**src/rtl/spi_ctrl_pkg.sv**
```systemverilog
// spi_ctrl_pkg
//   Shared definitions for the SPI duty-command controller:
//   - state_e        : frame receiver FSM states
//   - FRAME_BITS_DEF : default number of bits in a valid frame
//   - A_MSB/B_MSB/C_MSB : MSB positions of the three duty fields in the frame
package spi_ctrl_pkg;

  typedef enum logic [1:0] {
    IDLE    = 2'd0,
    SHIFT   = 2'd1,
    CHECK   = 2'd2,
    WAIT_CS = 2'd3
  } state_e;

  localparam int FRAME_BITS_DEF = 48;

  localparam int A_MSB = 47;
  localparam int B_MSB = 31;
  localparam int C_MSB = 15;

endpackage

```
**src/rtl/spi_sync_edge.sv**
```systemverilog
// spi_sync_edge
//   Two-flop synchronizer for one asynchronous input, followed by a
//   registered edge detector. The level output is the delayed synchronized
//   copy, so it lines up in time with the rise/fall pulses.
// Ports:
//   clk     in  : system clock
//   rst_n   in  : asynchronous active-low reset
//   async_i in  : asynchronous input
//   level_o out : synchronized level, aligned with the edge pulses
//   rise_o  out : one-cycle pulse on a synchronized rising edge
//   fall_o  out : one-cycle pulse on a synchronized falling edge
module spi_sync_edge #(
  parameter logic RST_VAL = 1'b0
) (
  input  logic clk,
  input  logic rst_n,
  input  logic async_i,
  output logic level_o,
  output logic rise_o,
  output logic fall_o
);

  // [0],[1]: synchronizer flops; [2]: previous synchronized value.
  logic [2:0] sync_q;
  logic       rise_q;
  logic       fall_q;

  always_ff @(posedge clk or negedge rst_n) begin
    if (!rst_n) begin
      sync_q <= {3{RST_VAL}};
      rise_q <= 1'b0;
      fall_q <= 1'b0;
    end else begin
      sync_q <= {sync_q[1:0], async_i};
      rise_q <= sync_q[1] & ~sync_q[2];
      fall_q <= ~sync_q[1] & sync_q[2];
    end
  end

  assign level_o = sync_q[2];
  assign rise_o  = rise_q;
  assign fall_o  = fall_q;

endmodule

```
**src/rtl/spi_duty_ctrl.sv**
```systemverilog
// spi_duty_ctrl
//   Receives 48-bit SPI frames (MSB first) in the clk domain, validates
//   them (length, field range, bus timeout) and applies the three duty
//   fields on the next PWM carrier boundary.
// Ports:
//   clk, rst_n              : system clock, asynchronous active-low reset
//   spi_clk, spi_cs, spi_out: raw asynchronous SPI pins (cs active low)
//   pwm_sync                : one-cycle carrier boundary pulse
//   duty_a/b/c              : active duty commands
//   frame_valid             : pulse in the cycle the duty outputs update
//   frame_err               : pulse when a frame is rejected
//   err_cnt                 : saturating rejected-frame count
//   busy                    : high while receiving or checking a frame
module spi_duty_ctrl
  import spi_ctrl_pkg::*;
#(
  parameter int                FRAME_BITS  = FRAME_BITS_DEF,
  parameter int                DUTY_W      = 16,
  parameter logic [DUTY_W-1:0] DUTY_MAX    = 16'd50000,
  parameter logic [DUTY_W-1:0] DUTY_RST    = 16'd0,
  parameter int                TIMEOUT_CYC = 4096
) (
  input  logic              clk,
  input  logic              rst_n,
  input  logic              spi_clk,
  input  logic              spi_cs,
  input  logic              spi_out,
  input  logic              pwm_sync,
  output logic [DUTY_W-1:0] duty_a,
  output logic [DUTY_W-1:0] duty_b,
  output logic [DUTY_W-1:0] duty_c,
  output logic              frame_valid,
  output logic              frame_err,
  output logic [7:0]        err_cnt,
  output logic              busy
);

  localparam int TMR_W = $clog2(TIMEOUT_CYC + 1);

  // Synchronized SPI events
  logic cs_lvl, cs_rise, cs_fall;
  logic sclk_rise, sclk_lvl_unused, sclk_fall_unused;
  logic dout_lvl, dout_rise_unused, dout_fall_unused;

  spi_sync_edge #(.RST_VAL(1'b1)) u_sync_cs (
    .clk(clk), .rst_n(rst_n), .async_i(spi_cs),
    .level_o(cs_lvl), .rise_o(cs_rise), .fall_o(cs_fall)
  );

  spi_sync_edge #(.RST_VAL(1'b0)) u_sync_clk (
    .clk(clk), .rst_n(rst_n), .async_i(spi_clk),
    .level_o(sclk_lvl_unused), .rise_o(sclk_rise), .fall_o(sclk_fall_unused)
  );

  spi_sync_edge #(.RST_VAL(1'b0)) u_sync_dout (
    .clk(clk), .rst_n(rst_n), .async_i(spi_out),
    .level_o(dout_lvl), .rise_o(dout_rise_unused), .fall_o(dout_fall_unused)
  );

  // State
  state_e                  state_q, state_d;
  logic [FRAME_BITS-1:0]   shift_q, shift_d;
  logic [5:0]              bit_cnt_q, bit_cnt_d;
  logic [TMR_W-1:0]        timer_q, timer_d;
  logic [DUTY_W-1:0]       sh_a_q, sh_b_q, sh_c_q, sh_a_d, sh_b_d, sh_c_d;
  logic [DUTY_W-1:0]       duty_a_q, duty_b_q, duty_c_q, duty_a_d, duty_b_d, duty_c_d;
  logic                    pending_q, pending_d;
  logic                    valid_q, valid_d;
  logic                    err_q, err_d;
  logic [7:0]              err_cnt_q, err_cnt_d;
  // The cs synchronizer resets to "high", so a cs held low through reset
  // would look like a falling edge once released. Frames are only accepted
  // after the synchronizer has settled and cs has been seen high.
  logic [1:0]              settle_q, settle_d;
  logic                    armed_q, armed_d;

  logic [DUTY_W-1:0] fld_a, fld_b, fld_c;
  logic              frame_ok;
  logic              load;

  assign fld_a = shift_q[A_MSB -: DUTY_W];
  assign fld_b = shift_q[B_MSB -: DUTY_W];
  assign fld_c = shift_q[C_MSB -: DUTY_W];

  assign frame_ok = (bit_cnt_q == 6'(FRAME_BITS)) &&
                    (fld_a <= DUTY_MAX) && (fld_b <= DUTY_MAX) && (fld_c <= DUTY_MAX);

  always_comb begin
    state_d   = state_q;
    shift_d   = shift_q;
    bit_cnt_d = bit_cnt_q;
    timer_d   = '0;
    sh_a_d    = sh_a_q;
    sh_b_d    = sh_b_q;
    sh_c_d    = sh_c_q;
    duty_a_d  = duty_a_q;
    duty_b_d  = duty_b_q;
    duty_c_d  = duty_c_q;
    pending_d = pending_q;
    valid_d   = 1'b0;
    err_d     = 1'b0;
    err_cnt_d = err_cnt_q;
    load      = 1'b0;
    settle_d  = (settle_q == 2'd3) ? settle_q : settle_q + 2'd1;
    armed_d   = armed_q | ((settle_q == 2'd3) & cs_lvl);

    case (state_q)
      IDLE: begin
        if (cs_fall && armed_q) begin
          shift_d   = '0;
          bit_cnt_d = '0;
          state_d   = SHIFT;
        end
      end
      SHIFT: begin
        timer_d = timer_q + 1'b1;
        if (sclk_rise) begin
          shift_d   = {shift_q[FRAME_BITS-2:0], dout_lvl};
          bit_cnt_d = (bit_cnt_q == 6'd63) ? bit_cnt_q : bit_cnt_q + 6'd1;
          timer_d   = '0;
        end
        if (cs_rise) begin
          state_d = CHECK;
        end else if (!sclk_rise && (timer_q == TMR_W'(TIMEOUT_CYC - 1))) begin
          err_d   = 1'b1;
          state_d = WAIT_CS;
        end
      end
      CHECK: begin
        state_d = IDLE;
        if (frame_ok) load  = 1'b1;
        else          err_d = 1'b1;
      end
      WAIT_CS: begin
        if (cs_lvl) state_d = IDLE;
      end
      default: state_d = IDLE;
    endcase

    if (load) begin
      sh_a_d    = fld_a;
      sh_b_d    = fld_b;
      sh_c_d    = fld_c;
      pending_d = 1'b1;
    end

    // A frame validated on the boundary cycle bypasses the shadow wait.
    if (pwm_sync && load) begin
      duty_a_d  = fld_a;
      duty_b_d  = fld_b;
      duty_c_d  = fld_c;
      valid_d   = 1'b1;
      pending_d = 1'b0;
    end else if (pwm_sync && pending_q) begin
      duty_a_d  = sh_a_q;
      duty_b_d  = sh_b_q;
      duty_c_d  = sh_c_q;
      valid_d   = 1'b1;
      pending_d = 1'b0;
    end

    if (err_d && (err_cnt_q != 8'hFF)) err_cnt_d = err_cnt_q + 8'd1;
  end

  always_ff @(posedge clk or negedge rst_n) begin
    if (!rst_n) begin
      state_q   <= IDLE;
      shift_q   <= '0;
      bit_cnt_q <= '0;
      timer_q   <= '0;
      sh_a_q    <= DUTY_RST;
      sh_b_q    <= DUTY_RST;
      sh_c_q    <= DUTY_RST;
      duty_a_q  <= DUTY_RST;
      duty_b_q  <= DUTY_RST;
      duty_c_q  <= DUTY_RST;
      pending_q <= 1'b0;
      valid_q   <= 1'b0;
      err_q     <= 1'b0;
      err_cnt_q <= '0;
      settle_q  <= '0;
      armed_q   <= 1'b0;
    end else begin
      state_q   <= state_d;
      shift_q   <= shift_d;
      bit_cnt_q <= bit_cnt_d;
      timer_q   <= timer_d;
      sh_a_q    <= sh_a_d;
      sh_b_q    <= sh_b_d;
      sh_c_q    <= sh_c_d;
      duty_a_q  <= duty_a_d;
      duty_b_q  <= duty_b_d;
      duty_c_q  <= duty_c_d;
      pending_q <= pending_d;
      valid_q   <= valid_d;
      err_q     <= err_d;
      err_cnt_q <= err_cnt_d;
      settle_q  <= settle_d;
      armed_q   <= armed_d;
    end
  end

  assign duty_a      = duty_a_q;
  assign duty_b      = duty_b_q;
  assign duty_c      = duty_c_q;
  assign frame_valid = valid_q;
  assign frame_err   = err_q;
  assign err_cnt     = err_cnt_q;
  assign busy        = (state_q == SHIFT) || (state_q == CHECK);

endmodule

```
**config.mk**
```make
export PLATFORM = sky130hd
export DESIGN_NAME = spi_duty_ctrl
export DESIGN_NICKNAME = d
export VERILOG_FILES = /design/src/rtl/spi_ctrl_pkg.sv /design/src/rtl/spi_sync_edge.sv /design/src/rtl/spi_duty_ctrl.sv
export SDC_FILE = /design/constraint.sdc
export NUM_CORES = 1
export LEC_CHECK = 0
export CORE_UTILIZATION = 45
export DETAILED_ROUTE_END_ITERATION = 16
export SYNTH_ARGS = -nofsm -noshare
export SYNTH_HDL_FRONTEND = slang
export SYNTH_SLANG_ARGS = --single-unit
```
**constraint.sdc**
```tcl
create_clock -name clk -period 3.5 [get_ports clk]
set_input_delay 0.525 -clock clk [delete_from_list [all_inputs] [get_ports clk]]
set_output_delay 0.525 -clock clk [all_outputs]
set_load 0.05 [all_outputs]
```
# After elaboration in Yosys (flattened, before gate mapping)

Cells that the tools add are included.

Output and inout bits: 59
Word-level logic and storage cells: 98
Register bits after elaboration: 191

Bitwise operators: 8
Magnitude comparators: 3
Eq/ne operators: 13
Add/subtract/negate cells: 4
Muxes and demuxes: 31
Reductions and logical operators: 17

Operators with widths:

| cell                                                   | number |
|---|---|
| 2-to-1 mux 16 bit                                      | 6 |
| 2-to-1 mux 48 bit                                      | 2 |
| case mux 48 bit (2 select lines)                       | 1 |
| less-or-equal comparator 16 bit, second input constant | 3 |
| 2-to-1 mux 13 bit                                      | 2 |
| 2-to-1 mux 6 bit                                       | 3 |
| adder 13 x 1 -> 13 bit, second input constant          | 1 |
| == test 13 x 12 -> 1 bit, second input constant        | 1 |
| == test 6 bit, second input constant                   | 2 |
| case mux 6 bit (2 select lines)                        | 1 |
| 2-to-1 mux 1 bit                                       | 10 |
| adder 8 x 1 -> 8 bit, second input constant            | 1 |
| logical AND 1 bit                                      | 8 |
| 2-to-1 mux 2 bit                                       | 4 |
| inequality test 8 bit, second input constant           | 1 |
| case mux 2 bit (4 select lines)                        | 1 |
| adder 6 x 1 -> 6 bit, second input constant            | 1 |
| == test 2 bit, second input constant                   | 3 |
| AND reduction 3 bit                                    | 2 |
| AND 1 bit                                              | 4 |
| inequality test 2 x 1 -> 1 bit, second input constant  | 2 |
| inequality test 2 bit, second input constant           | 2 |
| AND reduction 4 bit                                    | 1 |
| nonzero test 2 bit                                     | 2 |
| 10 further kinds                                       | 12 |

# Longest topological paths before layout

Depth in word-level cells: 9
Mapped depth: 9
Depth with buffers taken out: 8

# Cells and area by module

From an unflattened synthesis, not the netlist that was laid out.

Cells, all modules: 591
Area total of the unflattened synthesis: 7860.0 µm²

Modules (own cells, without submodules):

| module                         | instances | seq. area each (µm²) | cells each | area an instance (µm²) |
|---|---|---|---|---|
| spi_duty_ctrl                  | 1         | 4479.3               | 570        | 7435.9 |
| spi_sync_edge (u_sync_clk ...) | 2         | 125.1                | 7          | 140.1 |
| spi_sync_edge (u_sync_cs)      | 1         | 128.9                | 7          | 143.9 |

# Least setup slack after synthesis

No wires, ideal clock.

Path kind: flip-flop to flip-flop
Start: reg state_q[0]
End: reg err_cnt_q[6], in the netlist err_cnt[6]
Library setup time: 125 ps
Buffers on the path: 0
Cell stages (with the launch flop): 7
Path slack: 981 ps
Arrival time: 2394 ps
Cells stage by stage: dfrtp_1 -> inv_1 -> ha_1 -> or3b_2 -> nor4_2 -> o2111ai_1 -> mux2_2

Word-level cells in the longest chain between the ends: 3

RTL lines:

| item                                                           | line                 | RTL |
|---|---|---|
| start: declaration                                             | spi_duty_ctrl.sv:61  | `state_e state_q, state_d;` |
| start signal: assignment                                       | spi_duty_ctrl.sv:184 | `state_q <= state_d;` |
| == test 2 bit / == test 2 x 1 -> 1 bit (equally long branches) | spi_duty_ctrl.sv:107 | `case (state_q)` |
| case mux 1 bit (2 select lines) *                              | spi_duty_ctrl.sv:107 |  |
| logical AND 1 bit *                                            | spi_duty_ctrl.sv:162 | `if (err_d && (err_cnt_q != 8'hFF)) err_cnt_d = err_cnt_q + 8'd1;` |
| end signal: assignment                                         | spi_duty_ctrl.sv:197 | `err_cnt_q <= err_cnt_d;` |
| end: declaration                                               | spi_duty_ctrl.sv:70  | `logic [7:0] err_cnt_q, err_cnt_d;` |

Every way passes the cells marked *; elsewhere a longest branch is shown, timed or not.
A chain may end at the register's enable or synchronous reset.

# Worst setup path in the final report

Start: reg shift_q[28]
End: reg duty_b_q[0], in the netlist duty_b[0]

Word-level cells in the longest chain between the ends: 7

RTL lines:

| item                                                           | line                 | RTL |
|---|---|---|
| start: declaration                                             | spi_duty_ctrl.sv:62  | `logic [FRAME_BITS-1:0] shift_q, shift_d;` |
| start signal: assignment                                       | spi_duty_ctrl.sv:185 | `shift_q <= shift_d;` |
| less-or-equal comparator 16 bit *                              | spi_duty_ctrl.sv:86  | `(fld_a <= DUTY_MAX) && (fld_b <= DUTY_MAX) && (fld_c <= DUTY_MAX);` |
| logical AND 1 bit * (2 in a row)                               | spi_duty_ctrl.sv:86  |  |
| 2-to-1 mux 1 bit *                                             | spi_duty_ctrl.sv:131 | `if (frame_ok) load = 1'b1;` |
| 2-to-1 mux 1 bit *                                             | spi_duty_ctrl.sv:107 |  |
| logical AND 1 bit *                                            | spi_duty_ctrl.sv:148 | `if (pwm_sync && load) begin` |
| 2-to-1 mux 16 bit / nonzero test 2 bit (equally long branches) | -                    |  |
| end signal: assignment                                         | spi_duty_ctrl.sv:192 | `duty_b_q <= duty_b_d;` |
| end: declaration                                               | spi_duty_ctrl.sv:66  | `logic [DUTY_W-1:0] duty_a_q, duty_b_q, duty_c_q, duty_a_d, duty_b_d, duty_c_d;` |

Marks and branches as above.

==> flow_summary_export.csv <==
group,metric,value,unit
layout,seqCellArea,0.00478,mm2
critical_path,critPathMaxStageDelay,0.50,ns
synth,ys_warn_count,0,
pwr,power_density,614,mW/mm2
critical_path,rr_endpoint,"duty_b[0]",
critical_path,crit_chain,"nor4_1 -> o22ai_1 -> a2111oi_4 -> nand3_4 -> a21boi_4 -> buf_12 -> a2bb2oi_1",
critical_path,cp_num_buf_inv,1,
synth,ys_types,50,
place,dp.cells,840,
synth,synth_ff_type,"dfrtp_1",
layout,layout-drive-gt1-share,19.0,%
global_route,first_global_vias,5098,
timing,setup_tns,0,ns
critical_path,slowest_stage,"nor4_1",
global_route,grt_remaining_overflow,0,
cts,hold_buffers,0,
synth,synth_adder_area_share,1.45,%
synth,syn_avg_cell_area,13.4,um2
layout,syn2layout_area_growth,18.6,%
synth,synth_compound_area_share,18.9,%
min_path,hp-class,"in2async",
layout,stdcell_count,872,
timing,timing.final.crit_share,78.2,%
timing,final-hold-violation-count,0,
place,pre_cts_ws,0.739,ns
layout,multi_input_area,0.00281,mm2
timing,drv_slew,0,
timing,rsz0062_at_grt,"false",
synth,synthCells,581,
critical_path,critPathArrivalTime,3.09,ns
synth,synth_nets,596,
timing,max_freq,0.365,GHz
cts,clock-sinks,191,
critical_path,r2r_start,"shift_q[28]",
layout,fin_nets,654,
pwr,p_int,3.79,mW
timing,fin_crit,2.74,ns
synth,ys_ff_latch,191,
detailed_routing,via_per_inst,5.68,
global_route,grt_max_degree,102,
pwr,p_leak,4.22,nW
synth,synth_edf_count,0,
job,drv_cap,0,
critical_path,cp.required,3.85,ns
critical_path,worstSetupStartpoint,"shift_q[28]",
synth,synth_xor_area_share,1.58,%
pwr,max-vdd-ir-drop,475,uV
die,ioPinCount,65,
die,coreArea,0.0167,mm2
place,portBuffers,64,
pwr,p_comb_share,23.5,%
die,floorplan.initialDensity,46.5,%
status,status,"completed",
critical_path,critPathTopFamily,"compound AO/OA/AOI/OAI gates",
cts,tritoncts,"done",
place,dp_hpwl,9.58,mm
die,die_y,133,um
timing,setup_slack,0.762,ns
cts,clockRootBuffer,"clkbuf_16",
pwr,p_switching,1.86,mW
synth,synth_top_family_by_area,"compound AO/OA/AOI/OAI gates",
cts,clkTransAtPathRegs,0.07,ns
synth,synth-seq-area-share,61.6,%
timing,setup_violations,0,
detailed_routing,drc,0,
timing,slew_headroom,46.2,%
place,gp_congestion,0.757,
layout,fillCellCount,1417,
timing,skew,0.00963,ns
cts,cts_resized,0,
detailed_routing,vias,4954,
critical_path,cp-end-kind,"flop",
cts,cts_max_level,4,
synth,async_flop_share,100,%
critical_path,regToRegSetupSlack,0.76,ns
detailed_routing,drtIter0Drc,253,
synth,synth-simple-area-share,5.85,%
cts,cts_setup_buffers,0,
critical_path,ff2ff_path_depth,7,
critical_path,crit_type,"reg2reg",
cts,numCtsBuffers,17,
synth,netlist_area,0.00776,mm2
critical_path,start_kind,"flop",
global_route,grt_pass1_wl,26.8,mm
synth,synthMuxAreaShare,8.11,%
global_route,antenna_found_initial,0,
detailed_routing,drt.antenna.violating_nets,0,
pwr,p_clk_share,32.6,%
detailed_routing,firstDrtPassIters,5,
detailed_routing,wl,15.5,mm
pwr,switching_share,32.9,%
layout,antenna_cells,0,
timing,tightest_slew,0.807,ns
global_route,grt_use_total,19.1,%
critical_path,crit_fanout,38,
die,dieArea,0.0178,mm2
die,die-width,133,um
pwr,p_seq_share,43.9,%
cts,cts_buffer_depth,2,
cts,worstSkewPairLatency,0.43,ns
die,num_rows,47,
detailed_routing,wl_per_cell,17.8,um
==> worst max-delay path by stage <==
stage                       to  slack (ns)  cells past startpoint
global placement    err_cnt[1]        0.80                      7
global route        duty_a[11]        0.54                      7
finish               duty_b[0]        0.76                      7
floorplan           err_cnt[6]        0.98                      6
detailed placement  err_cnt[1]        0.74                      7
CTS                  duty_c[0]        0.70                      7
==> power by group through the flow <==
stage / logic (mW) / registers, mW / clock network [mW]
2_1_floorplan: 0.548 / 2.84 / 0
3_3_place_gp: 1.32 / 2.52 / 0
3_5_place_dp: 1.34 / 2.52 / 0
4_1_cts: 1.35 / 2.48 / 1.88
5_1_grt: 1.43 / 2.50 / 1.96
6_report: 1.33 / 2.48 / 1.84
==> registers in the layout, summed over array words and instances (netlist names), 2 cells and up <==
register,flops
sh_a_q,16
timer_q,13
shift_q,48
u_sync_clk.sync_q,3
bit_cnt_q,6
sh_c_q,16
sh_b_q,16
duty_b,16
err_cnt,8
duty_c,16
duty_a,16
settle_q,2
state_q,2
u_sync_dout.sync_q,3
u_sync_cs.sync_q,3
==> cell families after synthesis <==
group,after synthesis
flip-flops,191
AO/OA/AOI/OAI,180
AND/OR/NAND/NOR,87
multiplexers,56
buffers and inverters,44
XOR/XNOR,14
adder cells (fa/ha/maj),9
==> cell type report <==
class	count	share of cell area, %
Clock buffer	20	4.85
Clock inverter	12	1.21
Inverter	7	0.285
Multi-Input combinational cell	346	30.5
Sequential cell	191	52.0
Tap cell	220	2.99
Timing Repair Buffer	76	8.20
==> placed cells by master (no fill, tap or decap), drive strengths merged, types with 10 or more instances in the layout <==
cell type      netlist  routed
mux2                55      55
dfrtp              188     188
a2bb2oi             48      48
buf                 19      13
nand2               24      24
o21ai               10      10
clkdlybuf4s50        0      62
clkbuf              18      21
o22ai               49      49
nor2                22      22
a22o                48      48
==> stage by stage <==
stage	hold slack [ns]	power (mW)	utilization, %	instance area, um2
CTS	0.226	5.71	55.1	9210
floorplan	0.229	3.39	-	7760
finish	0.189	5.65	55.1	9210
detailed placement	0.336	3.86	51.8	8650
global route	0.262	5.90	55.1	9210
global placement	0.332	3.84	51.8	8650
==> cell usage after synthesis (4+ instances only) <==
cell | n | area (um2)
nand3_1 | 5 | 25.0
nor2_1 | 22 | 82.6
o22ai_1 | 49 | 307
nor4_1 | 4 | 25.0
mux2_2 | 54 | 608
a21oi_1 | 8 | 40.0
inv_1 | 7 | 26.3
o21ai_0 | 8 | 40.0
xor2_1 | 8 | 70.1
nand4_1 | 4 | 25.0
a2bb2oi_2 | 10 | 150
nand2_1 | 24 | 90.1
buf_1 | 9 | 33.8
dfrtp_1 | 188 | 4700
or3_1 | 5 | 31.3
ha_1 | 9 | 113
and3_1 | 7 | 43.8
xnor2_1 | 6 | 52.6
buf_2 | 6 | 30.0
clkbuf_1 | 18 | 67.6
a2bb2oi_1 | 38 | 333
a22o_1 | 48 | 420
==> per-layer routing <==
layer  wire length [um]  track usage (%)  vias to the layer above
li1                   -                -                     2323
met1               7560             27.5                     2525
met2               7300             29.3                       86
met3                441             3.50                       20
met4                227             6.44                        0
met5                  0                0                        -
==> worst reg2reg max path, stage by stage (launching register included) <==
cell and delay, ns:
dfrtp_1 0.43, nor4_1 0.50, o22ai_1 0.20, a2111oi_4 0.46, nand3_4 0.14, a21boi_4 0.40, buf_12 0.28, a2bb2oi_1 0.25
No activity file was read; power rests on OpenSTA's default activity.
